**src/rtl/alu_sched_pkg.sv**
```systemverilog
// Shared definitions for the alu_sched scheduler: opcodes, FSM states and the ALU function.
// Optional urgent-priority arbitration is enabled by defining ALU_SCHED_URGENT_EN.
package alu_sched_pkg;

  localparam logic [1:0] OP_ADD   = 2'b00;
  localparam logic [1:0] OP_SUB   = 2'b01;
  localparam logic [1:0] OP_NOT_A = 2'b10;
  localparam logic [1:0] OP_ROR_B = 2'b11;

  localparam int RES_W = 5;

  typedef enum logic [1:0] {
    IDLE = 2'd0,
    EXEC = 2'd1,
    RESP = 2'd2
  } state_e;

  // Operands are sign-extended to RES_W bits first, so add/sub cannot overflow.
  function automatic logic [RES_W-1:0] alu_compute(
    input logic [1:0] op,
    input logic [3:0] a,
    input logic [3:0] b
  );
    logic [RES_W-1:0] sa;
    logic [RES_W-1:0] sb;
    logic [RES_W-1:0] res;
    sa = {a[3], a};
    sb = {b[3], b};
    case (op)
      OP_ADD:   res = sa + sb;
      OP_SUB:   res = sa - sb;
      OP_NOT_A: res = ~sa;
      OP_ROR_B: res = (b != 4'd0) ? 5'd1 : 5'd0;
      default:  res = 5'd0;
    endcase
    return res;
  endfunction

endpackage

```
**src/rtl/alu_sched_alu_rr_arb.sv**
```systemverilog
// Combinational round-robin picker: first set request at or above i_ptr, with wrap.
// The pointer itself is owned by the instantiating scheduler.
module alu_rr_arb #(
  parameter int N   = 4,
  parameter int IDW = 2
) (
  input  logic [N-1:0]   i_req,
  input  logic [IDW-1:0] i_ptr,
  output logic [N-1:0]   o_grant,
  output logic [IDW-1:0] o_idx,
  output logic           o_any
);

  // Scan N positions starting at i_ptr; only the first hit is recorded.
  always_comb begin
    int   j;
    logic w_hit;
    o_grant = '0;
    o_idx   = '0;
    o_any   = 1'b0;
    j       = 0;
    w_hit   = 1'b0;
    for (int k = 0; k < N; k++) begin
      j          = int'(i_ptr) + k;
      j          = (j >= N) ? (j - N) : j;
      w_hit      = !o_any && i_req[j];
      o_grant[j] = o_grant[j] | w_hit;
      o_idx      = w_hit ? IDW'(j) : o_idx;
      o_any      = o_any | w_hit;
    end
  end

endmodule

```
**src/rtl/alu_sched.sv**
```systemverilog
// Shared-ALU scheduler: round-robin grant of NUM_REQ requesters onto one 4-bit ALU,
// tagged result on a valid/ready channel. Define ALU_SCHED_URGENT_EN for urgent priority.
module alu_sched
  import alu_sched_pkg::*;
#(
  parameter  int NUM_REQ = 4,
  localparam int ID_W    = $clog2(NUM_REQ)
) (
  input  logic                 clk,
  input  logic                 reset,
  input  logic [NUM_REQ-1:0]   req_valid,
  input  logic [2*NUM_REQ-1:0] req_opcode,
  input  logic [4*NUM_REQ-1:0] req_a,
  input  logic [4*NUM_REQ-1:0] req_b,
`ifdef ALU_SCHED_URGENT_EN
  input  logic [NUM_REQ-1:0]   req_urgent,
`endif
  output logic [NUM_REQ-1:0]   req_ready,
  output logic                 rsp_valid,
  input  logic                 rsp_ready,
  output logic [ID_W-1:0]      rsp_id,
  output logic [RES_W-1:0]     rsp_data
);

  state_e           r_state;
  logic [ID_W-1:0]  r_ptr;
  logic [1:0]       r_op;
  logic [3:0]       r_a;
  logic [3:0]       r_b;
  logic [ID_W-1:0]  r_id;
  logic             r_rsp_valid;
  logic [ID_W-1:0]  r_rsp_id;
  logic [RES_W-1:0] r_rsp_data;

  logic [NUM_REQ-1:0] w_cand;
  logic [NUM_REQ-1:0] w_grant;
  logic [ID_W-1:0]    w_idx;
  logic [ID_W-1:0]    w_ptr_nxt;
  logic               w_any;
  logic               w_go;
  logic               w_take;

`ifdef ALU_SCHED_URGENT_EN
  logic [NUM_REQ-1:0] w_urg;
  assign w_urg  = req_valid & req_urgent;
  assign w_cand = (|w_urg) ? w_urg : req_valid;
`else
  assign w_cand = req_valid;
`endif

  alu_rr_arb #(
    .N   (NUM_REQ),
    .IDW (ID_W)
  ) u_arb (
    .i_req   (w_cand),
    .i_ptr   (r_ptr),
    .o_grant (w_grant),
    .o_idx   (w_idx),
    .o_any   (w_any)
  );

  // Gating with reset keeps req_ready low while reset is held, independent of the clock.
  assign w_go      = reset && ((r_state == IDLE) || ((r_state == RESP) && rsp_ready));
  assign w_take    = w_go && w_any;
  assign req_ready = w_go ? w_grant : {NUM_REQ{1'b0}};
  assign w_ptr_nxt = (w_idx == ID_W'(NUM_REQ - 1)) ? {ID_W{1'b0}} : (w_idx + ID_W'(1));

  // Scheduler FSM with the operand latch and the registered response.
  always_ff @(posedge clk or negedge reset) begin
    if (!reset) begin
      r_state     <= IDLE;
      r_ptr       <= '0;
      r_op        <= 2'b00;
      r_a         <= 4'd0;
      r_b         <= 4'd0;
      r_id        <= '0;
      r_rsp_valid <= 1'b0;
      r_rsp_id    <= '0;
      r_rsp_data  <= '0;
    end else begin
      if (w_take) begin
        r_op  <= req_opcode[2*int'(w_idx) +: 2];
        r_a   <= req_a[4*int'(w_idx) +: 4];
        r_b   <= req_b[4*int'(w_idx) +: 4];
        r_id  <= w_idx;
        r_ptr <= w_ptr_nxt;
      end
      case (r_state)
        IDLE: begin
          r_state <= w_take ? EXEC : IDLE;
        end
        EXEC: begin
          r_rsp_data  <= alu_compute(r_op, r_a, r_b);
          r_rsp_id    <= r_id;
          r_rsp_valid <= 1'b1;
          r_state     <= RESP;
        end
        RESP: begin
          if (rsp_ready) begin
            r_rsp_valid <= 1'b0;
            r_state     <= w_take ? EXEC : IDLE;
          end
        end
        default: begin
          r_rsp_valid <= 1'b0;
          r_state     <= IDLE;
        end
      endcase
    end
  end

  assign rsp_valid = r_rsp_valid;
  assign rsp_id    = r_rsp_id;
  assign rsp_data  = r_rsp_data;

endmodule

```
**config.mk**
```make
export PLATFORM = sky130hd
export DESIGN_NAME = alu_sched
export DESIGN_NICKNAME = d
export VERILOG_FILES = /design/src/rtl/alu_sched_pkg.sv /design/src/rtl/alu_sched_alu_rr_arb.sv /design/src/rtl/alu_sched.sv
export SDC_FILE = /design/constraint.sdc
export NUM_CORES = 1
export LEC_CHECK = 0
export ABC_AREA = 1
export BUFFER_PORTS_ARGS = -buffer_cell sky130_fd_sc_hd__buf_2
export CORE_AREA = 2 2 80 82
export DETAILED_ROUTE_END_ITERATION = 10
export DIE_AREA = 0 0 82 84
export GPL_ROUTABILITY_DRIVEN = 0
export GPL_TIMING_DRIVEN = 1
export MAX_ROUTING_LAYER = met4
export PLACE_DENSITY = 0.66
export SYNTH_ARGS = -nofsm -noshare
export SYNTH_HDL_FRONTEND = slang
export SYNTH_SLANG_ARGS = --single-unit
```
**constraint.sdc**
```tcl
create_clock -name clk -period 3.4 [get_ports clk]
set_input_delay 0.34 -clock clk [delete_from_list [all_inputs] [get_ports clk]]
set_output_delay 0.34 -clock clk [all_outputs]
set_load 0.005 [all_outputs]
```
==> results.md, run 1 <==
* Root Buffer: sky130_fd_sc_hd__clkbuf_8
* Path type of the worst min-delay path: primary input to asynchronous set/reset pin
* CP peak stage delay at 0.44 ns
* Int Pwr at 1.49 mW
* Slew at the pin with the worst max-slew slack at 0.511 ns
* Post-layout net count at 427
* Count of antenna diodes in the layout at 0
* Top-area cell type share of the netlist area at 29.0%
* Worst path depth at 19
* Number of endpoints failing setup at the final stage at 0
* Critical Path RT at 3.06 ns
* Number of standard-cell rows in the floorplan at 29
* Sinks on the clock net at 24
* Power share of the clock group at 7.7%
* Post-synth net total at 367
* Remaining number of nets flagged by the antenna check after routing at 0
* Vert. Die Dim at 84 um
* Area fraction in compound gates after synthesis at 18.7%
* Synthesized-area fraction occupied by and/or/nand/nor cells at 32.9%
* Most Frequent Cell on Critical Path: sky130_fd_sc_hd__nand3_1
* Worst r2r path cells at 15
* Xor and xnor fraction of the mapped netlist area at 1.69%
* Final wirelength at 5120 um
* Number of primary I/O pins at 59
* Unrepaired setup endpoints after global routing: false
* Synth area leader: sky130_fd_sc_hd__dfrtp_1
* Post-synth design cell area at 2070 um^2
* Final worst slack at 0.277 ns
* CTS tree: done
* Synthesized-area fraction occupied by adder cells at 7.00%
* Initial antenna violation count at 0
* Post-placement setup slack at 0.570 ns
* Cell types with the highest counts after synthesis: 55 x sky130_fd_sc_hd__nor2_1, 40 x sky130_fd_sc_hd__nand2_1, 37 x sky130_fd_sc_hd__nand3_1, 36 x sky130_fd_sc_hd__inv_1, 30 x sky130_fd_sc_hd__o21ai_0
* Met3 track demand over resource in global routing at 1.52%
* Total of flip-flops plus latches after synthesis at 24
* Net switching share of the total power at 53.8%
* Total clock buffers created by CTS at 3
* Synth Area per Inst at 6.71 um^2
* Sum of negative setup slack at 0 ns
* Largest net degree at the start of global routing at 26
* Worst reg2reg path startpoint: r_ptr[1]
* Sequential cell fraction of total power at 16.5%
* Standard cell core area at 6100 um^2
* Number of hold-slack violations in the final timing report at 0
* Fraction of final layout cells sized beyond drive strength 1 at 25.3%
* # resized after CTS at 0
* Pwr/cell area at 1280 nW/um^2
* Routed via count at 2187
* Number of fill cells in the layout at 652
* Critical Setup Path Class: register to output pin
* FMAX at 320 MHz
* H-tree levels at 1
* Global-route congestion overflow total at 0
* Area Overhead vs Synth at 21.0%
* Cts-stage hold buffer count at 0
* Footprint of the multi-input gates at 1250 um^2
* CP max stage cell: sky130_fd_sc_hd__dfrtp_2
* Max transition margin at 65.8%
* Largest family of logic cells by synthesized area: simple AND/OR/NAND/NOR gates
* Starting utilization of the core area at 34.0%
* Total global routing track utilization at 15.6%
* Fraction of registers with async set or reset after synthesis at 100%
* Worst-case vdd ir drop at 0.638 mV
* Sequential standard cell area at 602 um^2
* DR DRC count at 0
* Via count of the first global-routing pass at 1907
* Beginning of the critical path: r_ptr[1]
* Crit path max-delay family: simple AND/OR/NAND/NOR gates
* Vias per cell at 4.91
* Top cells by area, synth: sky130_fd_sc_hd__dfrtp_1 29%, sky130_fd_sc_hd__nor2_1 10%, sky130_fd_sc_hd__nand3_1 8.9%, sky130_fd_sc_hd__nand2_1 7.2%, sky130_fd_sc_hd__o21ai_0 7.2%
* Primary flip-flop cell chosen by synthesis mapping: sky130_fd_sc_hd__dfrtp_1
* P_sw at 1.73 mW
* Comb pwr share at 75.8%
* Most repeated cell in the gate-level netlist after synthesis: sky130_fd_sc_hd__nor2_1
* Global-route met1 utilization at 24.6%
* Post-synthesis instance total at 309
* Port-buffer cells at 58
* Final HPWL from detailed placement at 3930 um
* Endpoint type of the worst setup path: output pin
* DRC violation total after the first TritonRoute iteration at 207
* Detailed-routing iteration count for the pre-antenna-repair pass at 4
* Largest driver fanout on the critical path at 7
* DIE WIDTH at 82 um
* Clock tree skew after final layout at 0.00292 ns
* Leak Pwr at 1.30 nW
* Global-route layer with the greatest usage: met1
* Number of enable-type register cells in the synthesized netlist at 0
* Max-slew violation total from the final report at 0
* Result of the run: completed
* Average wire per cell in the routed design at 11.5 um
* Clock latency reported for the late side of the worst-skew pair at 0.26 ns
* Post-CTS Setup Repair Bufs at 0
* Netlist cell types at 31
* Proportion of synthesized area in mux cells at 0%
* Crit start category: register
* Max Cap Viol at 0
* Final critical-path required period at 3.12 ns
* Buf/Inv on CP at 5
* Global-route wire length before repair at 8690 um
* Part of the Yosys area used for sequential elements at 29.0%
* CP Cell Sequence: inv_1, ha_1, inv_1, nor2_1, a21oi_2, inv_2, nand2_4, nand3_1, nand3_1, nand3_1, nand2_2, nand3_1, nand3_1, nand3_1, nand2_2, nand3_1, nand2_1, inv_1, buf_2
* Data arrival, critical path at 2.78 ns
* Full die area at 6890 um^2
* Met2 global-route usage at 22.1%
* Warnings, synthesis at 0
* Number of buffers between clock root and the deepest sink at 2
* Fraction of the cycle the final worst path needs at 91.9%
* Clock transition at path regs at 0.09 ns
per-stage QoR:
stage	hold WS (ns)	util, %	cell area (um^2)	std cells	power [mW]
3_5_place_dp	0.349	39.9	2430	441	2.96
3_3_place_gp	0.345	39.9	2430	441	2.90
2_1_floorplan	0.0444	-	2070	309	2.47
6_report	0.0484	41.1	2510	445	3.22
4_1_cts	0.0550	41.1	2510	445	3.21
5_1_grt	0.0618	41.1	2510	445	3.61
power groups by stage:
stage	logic [mW]	clock network, mW	registers (mW)
2_1_floorplan	1.94	0	0.524
3_3_place_gp	2.37	0	0.530
3_5_place_dp	2.42	0	0.535
4_1_cts	2.43	0.254	0.529
5_1_grt	2.80	0.264	0.549
6_report	2.44	0.249	0.530
registers in the layout (all words and copies together) (netlist names), 2 cells and up:
register / flops
rsp_id: 2
r_op: 2
r_ptr: 2
r_id: 2
rsp_data: 5
r_state: 2
r_b: 4
r_a: 4
layout make-up:
cell class              instances  share of cell area [%]
clock buffers                   3                    1.65
clock inverters                 1                    1.20
inverters                      41                    6.14
multi-input cells             235                    49.8
flip-flops and latches         24                    24.0
well taps                      77                    3.84
repair buffers                 64                    13.4
path summary, 6_finish.rpt:
check                                to  slack, ns
setup / recovery           req_ready[2]       0.28
hold / removal                rsp_id[1]       0.05
setup reg to reg                 r_a[3]       0.80
hold reg to reg               rsp_valid       0.49
max in group asynchronous      r_ptr[1]       3.09
min in group clk                 r_a[0]       0.37
per-layer routing:
metal / routed length (um) / vias up
met4: 31 / 0
met2: 2190 / 71
met5: 0 / -
li1: - / 1139
met1: 2640 / 973
met3: 265 / 4
layout by cell type, fill, tap and decap left out, types with 2 or more instances in the layout:
cell,synthesis,routed
sky130_fd_sc_hd__o21ai_1,7,7
sky130_fd_sc_hd__a31oi_1,7,7
sky130_fd_sc_hd__nand3_2,2,2
sky130_fd_sc_hd__nand2_2,7,7
sky130_fd_sc_hd__a21oi_1,14,14
sky130_fd_sc_hd__xor2_1,4,4
sky130_fd_sc_hd__buf_2,1,58
sky130_fd_sc_hd__nand3_1,37,37
sky130_fd_sc_hd__clkbuf_8,0,3
sky130_fd_sc_hd__inv_1,36,36
sky130_fd_sc_hd__buf_4,1,6
sky130_fd_sc_hd__or2_2,4,4
sky130_fd_sc_hd__dfrtp_1,24,23
sky130_fd_sc_hd__o21ai_0,30,30
sky130_fd_sc_hd__o22ai_1,6,6
sky130_fd_sc_hd__nand2_4,2,2
sky130_fd_sc_hd__nand2_1,40,40
sky130_fd_sc_hd__nor2_1,55,55
sky130_fd_sc_hd__inv_2,5,5
sky130_fd_sc_hd__ha_1,10,10
logic make-up after synthesis:
family          after synthesis
flops                        24
buf+inv                      50
fa+ha+maj                    11
simple gates                150
xor+xnor                      4
compound gates               70
Power figures use the tool's default switching activity.
==> inputs of run 2 (changes only) <==
- BUFFER_PORTS_ARGS: -buffer_cell sky130_fd_sc_hd__buf_2 -> unset
- DONT_BUFFER_PORTS: unset -> 1
- PLACE_DENSITY: 0.66 -> 0.57
==> results.md, run 2 (synthesis results as in run 1) <==
* Result of the run: completed (unchanged)
* Routed via count at 1977 (was 2187)
* Final critical-path required period at 3.11 ns (was 3.12 ns)
* Endpoint type of the worst setup path: output pin (unchanged)
* Number of buffers between clock root and the deepest sink at 2 (unchanged)
* Unrepaired setup endpoints after global routing: false (unchanged)
* Total clock buffers created by CTS at 3 (unchanged)
* Final worst slack at 0.295 ns (was 0.277 ns)
* Slew at the pin with the worst max-slew slack at 0.518 ns (was 0.511 ns)
* Final wirelength at 5030 um (was 5120 um)
* Total non-filler cell area in the finished layout at 2200 um^2 (was 2510 um^2)
* Full die area at 6890 um^2 (unchanged)
* FMAX at 322 MHz (was 320 MHz)
* Most Frequent Cell on Critical Path: sky130_fd_sc_hd__nand3_1 (unchanged)
* Post-layout net count at 369 (was 427)
* Sequential standard cell area at 602 um^2 (unchanged)
* Port-buffer cells at 0 (was 58)
* Max Cap Viol at 0 (unchanged)
* Path type of the worst min-delay path: primary input to register (was primary input to asynchronous set/reset pin)
* Fin cells at 386 (was 445)
* Leading cell type in the layout, fill and taps excluded: sky130_fd_sc_hd__nor2_1 (was sky130_fd_sc_hd__buf_2)
* Max transition margin at 65.4% (was 65.8%)
* Count of antenna diodes in the layout at 0 (unchanged)
* Number of standard-cell rows in the floorplan at 29 (unchanged)
* Final HPWL from detailed placement at 3850 um (was 3930 um)
* Crit start category: register (unchanged)
* Total global routing track utilization at 16.0% (was 15.6%)
* Global-route congestion overflow total at 0 (unchanged)
* Most frequent cells in the layout: 55 x sky130_fd_sc_hd__nor2_1, 40 x sky130_fd_sc_hd__nand2_1, 37 x sky130_fd_sc_hd__nand3_1 (was 58 x sky130_fd_sc_hd__buf_2, 55 x sky130_fd_sc_hd__nor2_1, 40 x sky130_fd_sc_hd__nand2_1)
* Number of endpoints failing setup at the final stage at 0 (unchanged)
* DRC violation total after the first TritonRoute iteration at 148 (was 207)
* Global-route wire length before repair at 8690 um (about the same)
* Vert. Die Dim at 84 um (unchanged)
* Detailed-routing iteration count for the pre-antenna-repair pass at 5 (was 4)
* Area Overhead vs Synth at 6.28% (was 21.0%)
* Starting utilization of the core area at 34.0% (unchanged)
* Sinks on the clock net at 24 (unchanged)
* CP peak stage delay at 0.46 ns (was 0.44 ns)
* Remaining number of nets flagged by the antenna check after routing at 0 (unchanged)
* Post-placement setup slack at 0.548 ns (was 0.570 ns)
* H-tree levels at 1 (unchanged)
* Number of primary I/O pins at 59 (unchanged)
* Largest driver fanout on the critical path at 7 (unchanged)
* Largest net degree at the start of global routing at 26 (unchanged)
* Average wire per cell in the routed design at 13.0 um (was 11.5 um)
* Max reg flops at 5 (unchanged)
* Clock transition at path regs at 0.08 ns (was 0.09 ns)
* Number of fill cells in the layout at 675 (was 652)
* Critical Path RT at 3.06 ns (about the same)
* Footprint of the multi-input gates at 1250 um^2 (unchanged)
* Fraction of final layout cells sized beyond drive strength 1 at 10.7% (was 25.3%)
* Root Buffer: sky130_fd_sc_hd__clkbuf_8 (unchanged)
* Critical Setup Path Class: register to output pin (unchanged)
* Max-slew violation total from the final report at 0 (unchanged)
* Number of hold-slack violations in the final timing report at 0 (unchanged)
* Initial antenna violation count at 0 (unchanged)
* Sum of negative setup slack at 0 ns (unchanged)
* Clock latency reported for the late side of the worst-skew pair at 0.26 ns (about the same)
* CP max stage cell: sky130_fd_sc_hd__dfrtp_2 (unchanged)
* Post-CTS Setup Repair Bufs at 0 (unchanged)
* Via count of the first global-routing pass at 1871 (was 1907)
* DIE WIDTH at 82 um (unchanged)
* Area after DPL at 2130 um^2 (was 2430 um^2)
* CTS tree: done (unchanged)
* Fraction of the cycle the final worst path needs at 91.3% (was 91.9%)
* Vias per cell at 5.12 (was 4.91)
* DR DRC count at 0 (unchanged)
* Data arrival, critical path at 2.77 ns (was 2.78 ns)
* Clock tree skew after final layout at 0.00277 ns (was 0.00292 ns)
* Placed Cells incl. Taps at 381 (was 441)
* CP Cell Sequence: inv_1, ha_1, inv_1, nor2_1, a21oi_2, inv_2, nand2_4, nand3_1, nand3_1, nand3_1, nand2_2, nand3_1, nand3_1, nand3_1, nand2_2, nand3_1, nand2_1, inv_1 (was inv_1, ha_1, inv_1, nor2_1, a21oi_2, inv_2, nand2_4, nand3_1, nand3_1, nand3_1, nand2_2, nand3_1, nand3_1, nand3_1, nand2_2, nand3_1, nand2_1, inv_1, buf_2)
* Standard cell core area at 6100 um^2 (unchanged)
==> run 2: routing by layer <==
metal | global-route usage [%] | up-vias | share of wire (%)
met5 | - | - | 0
met4 | 4.55 | 0 | 0.70
met3 | 2.49 | 2 | 6.5
met2 | 23.3 | 76 | 43
met1 | 22.8 | 876 | 50
li1 | - | 1023 | -
==> run 2: stage by stage <==
stage	utilization (%)	hold WS, ns
finish	36.1	0.279
global route	36.1	0.281
CTS	36.1	0.276
detailed placement	34.9	0.0451
global placement	34.9	0.0451
floorplan	-	0.0444
==> run 2: layout make-up <==
cell class	instances	share of cell area (%)
Clock buffer	3	1.88
Inverter	41	6.99
Multi-Input combinational cell	235	56.7
Sequential cell	24	27.3
Tap cell	77	4.38
Timing Repair Buffer	6	2.73
==> run 2: worst max-delay path: cells and delay by family, from the launching register on <==
kind,cells,cell delay (ns)
flops,1,0.46
buf+inv,4,0.50
fa+ha+maj,1,0.34
compound gates,1,0.12
simple gates,12,1.09
==> run 2: repair_timing <==
action | in CTS | in global routing
hold endpoints to repair | 24 | 0
gates resized for setup | 0 | 1
setup endpoints to repair | 0 | 4
hold buffers | 2 | 0
==> run 2: path summary, 6_finish.rpt <==
path	slack (ns)	depth (start not counted)	from	end
setup / recovery	0.29	18	r_ptr[1]	req_ready[1]
hold / removal	0.28	2	req_b[13]	r_b[1]
setup reg to reg	0.61	14	r_ptr[1]	r_b[0]
hold reg to reg	0.52	2	r_id[0]	r_id[0]
max in group asynchronous	2.74	2	reset	r_ptr[1]
min in group asynchronous	0.50	2	reset	rsp_data[3]
Power of run 2 is left out: the tool's default activity adds up to more than one toggle a clock period on the data nets, which glitch-free logic cannot reach.
==> inputs of run 3 (changes only) <==
- GPL_TIMING_DRIVEN: 1 -> 0
==> results.md, run 3 (synthesis results as in run 1) <==
* Result of the run: completed (unchanged)
* Full die area at 6890 um^2 (unchanged)
* Final wirelength at 5150 um (was 5030 um)
* Remaining number of nets flagged by the antenna check after routing at 0 (unchanged)
* Leading cell type in the layout, fill and taps excluded: sky130_fd_sc_hd__nor2_1 (unchanged)
* Port-buffer cells at 0 (unchanged)
* Initial antenna violation count at 0 (unchanged)
* Final HPWL from detailed placement at 3980 um (was 3850 um)
* CP max stage cell: sky130_fd_sc_hd__dfrtp_2 (unchanged)
* Max reg flops at 5 (unchanged)
* Final critical-path required period at 3.02 ns (was 3.11 ns)
* Routed via count at 1999 (was 1977)
* Starting utilization of the core area at 34.0% (unchanged)
* Max transition margin at 61.5% (was 65.4%)
* Global-route wire length before repair at 8540 um (was 8690 um)
* Max Cap Viol at 0 (unchanged)
* Area Overhead vs Synth at 11.5% (was 6.28%)
* Unrepaired setup endpoints after global routing: false (unchanged)
* CTS tree: done (unchanged)
* Detailed-routing iteration count for the pre-antenna-repair pass at 4 (was 5)
* Via count of the first global-routing pass at 1806 (was 1871)
* Path type of the worst min-delay path: primary input to register (unchanged)
* Vert. Die Dim at 84 um (unchanged)
* Slew at the pin with the worst max-slew slack at 0.576 ns (was 0.518 ns)
* Global-route congestion overflow total at 0 (unchanged)
* Total clock buffers created by CTS at 3 (unchanged)
* Fraction of final layout cells sized beyond drive strength 1 at 13.5% (was 10.7%)
* Crit start category: register (unchanged)
* Data arrival, critical path at 2.68 ns (was 2.77 ns)
* Average wire per cell in the routed design at 13.0 um (about the same)
* Clock tree skew after final layout at 0.00306 ns (was 0.00277 ns)
* DRC violation total after the first TritonRoute iteration at 115 (was 148)
* Sequential standard cell area at 603 um^2 (was 602 um^2)
* Most frequent cells in the layout: 55 x sky130_fd_sc_hd__nor2_1, 40 x sky130_fd_sc_hd__nand2_1, 37 x sky130_fd_sc_hd__nand3_1 (unchanged)
* Number of buffers between clock root and the deepest sink at 2 (unchanged)
* Vias per cell at 5.06 (was 5.12)
* Number of primary I/O pins at 59 (unchanged)
* Clock transition at path regs at 0.09 ns (was 0.08 ns)
* Fraction of the cycle the final worst path needs at 88.7% (was 91.3%)
* Number of fill cells in the layout at 686 (was 675)
* Post-layout net count at 377 (was 369)
* Root Buffer: sky130_fd_sc_hd__clkbuf_8 (unchanged)
* CP Cell Sequence: clkinvlp_4, ha_4, inv_2, nor2_1, a21oi_2, inv_2, nand2_4, nand3_1, nand3_1, nand3_1, nand2_2, nand3_1, nand3_1, nand3_1, nand2_2, nand3_1, nand2_1, inv_1 (was inv_1, ha_1, inv_1, nor2_1, a21oi_2, inv_2, nand2_4, nand3_1, nand3_1, nand3_1, nand2_2, nand3_1, nand3_1, nand3_1, nand2_2, nand3_1, nand2_1, inv_1)
* H-tree levels at 1 (unchanged)
* Clock latency reported for the late side of the worst-skew pair at 0.27 ns (was 0.26 ns)
* Critical Setup Path Class: register to output pin (unchanged)
* Number of instances on the worst hold path at 2 (unchanged)
* Largest net degree at the start of global routing at 25 (was 26)
* Most Frequent Cell on Critical Path: sky130_fd_sc_hd__nand3_1 (unchanged)
* Total global routing track utilization at 15.9% (was 16.0%)
* Number of standard-cell rows in the floorplan at 29 (unchanged)
* DR DRC count at 0 (unchanged)
* DIE WIDTH at 82 um (unchanged)
* Critical Path RT at 3.06 ns (about the same)
* Number of endpoints failing setup at the final stage at 0 (unchanged)
* Count of antenna diodes in the layout at 0 (unchanged)
* Sum of negative setup slack at 0 ns (unchanged)
* Endpoint type of the worst setup path: output pin (unchanged)
* CP peak stage delay at 0.46 ns (about the same)
* Number of hold-slack violations in the final timing report at 0 (unchanged)
* Max-slew violation total from the final report at 0 (unchanged)
* Largest driver fanout on the critical path at 7 (unchanged)
* Worst r2r path cells at 14 (unchanged)
* Sinks on the clock net at 24 (unchanged)
* Standard cell core area at 6100 um^2 (unchanged)
* FMAX at 332 MHz (was 322 MHz)
* Footprint of the multi-input gates at 1260 um^2 (was 1250 um^2)
==> run 3: critical path: cells and delay by family, from the launching register on <==
kind,cells,cell delay (ns)
fa+ha+maj,1,0.36
simple gates,12,1.08
flops,1,0.46
buf+inv,4,0.46
compound gates,1,0.05
==> run 3: stage by stage <==
step	hold slack (ns)	util (%)	cell area, um^2	worst slack (ns)	std cells
final	0.276	37.9	2310	0.385	395
after global routing	0.281	37.9	2310	0.0977	395
after CTS	0.278	37.2	2270	0.0710	392
after detailed placement	0.0450	35.6	2170	0.380	386
after global placement	0.0452	35.6	2170	0.370	386
after floorplan	0.0444	-	2070	0.773	309
==> run 3: timing repair <==
| item | 4_1_cts | 5_1_grt |
|---|---|---|
| endpoints found under the hold margin | 24 | 0 |
| gates resized for setup | 0 | 6 |
| setup buffers | 0 | 3 |
| hold buffers | 2 | 0 |
| setup endpoints to repair | 0 | 4 |
==> run 3: worst paths after layout <==
kind,startpoint,end,slack (ns)
setup / recovery,r_ptr[1],req_ready[0],0.38
hold / removal,req_a[12],r_a[0],0.28
max in group asynchronous,reset,r_ptr[1],2.73
min in group asynchronous,reset,r_a[1],0.51
setup reg to reg,r_ptr[1],r_ptr[1],0.79
hold reg to reg,r_id[0],r_id[0],0.53
==> run 3: cell type report <==
class,instances,share of cell area [%]
Timing Repair Buffer,5,2.27
Clock inverter,1,1.30
Buffer,9,2.98
Multi-Input combinational cell,235,54.6
Inverter,41,6.82
Tap cell,77,4.17
Clock buffer,3,1.79
Sequential cell,24,26.1
==> run 3: per-layer routing <==
layer,wire length (um),part of all wire [%],up-vias,track usage [%]
met4,44,0.85,0,2.73
met1,2540,49,893,23.3
met5,0,0,-,-
met3,289,5.6,7,2.16
met2,2270,44,61,23.6
li1,-,-,1038,-
Power of run 3 is left out for the same reason.
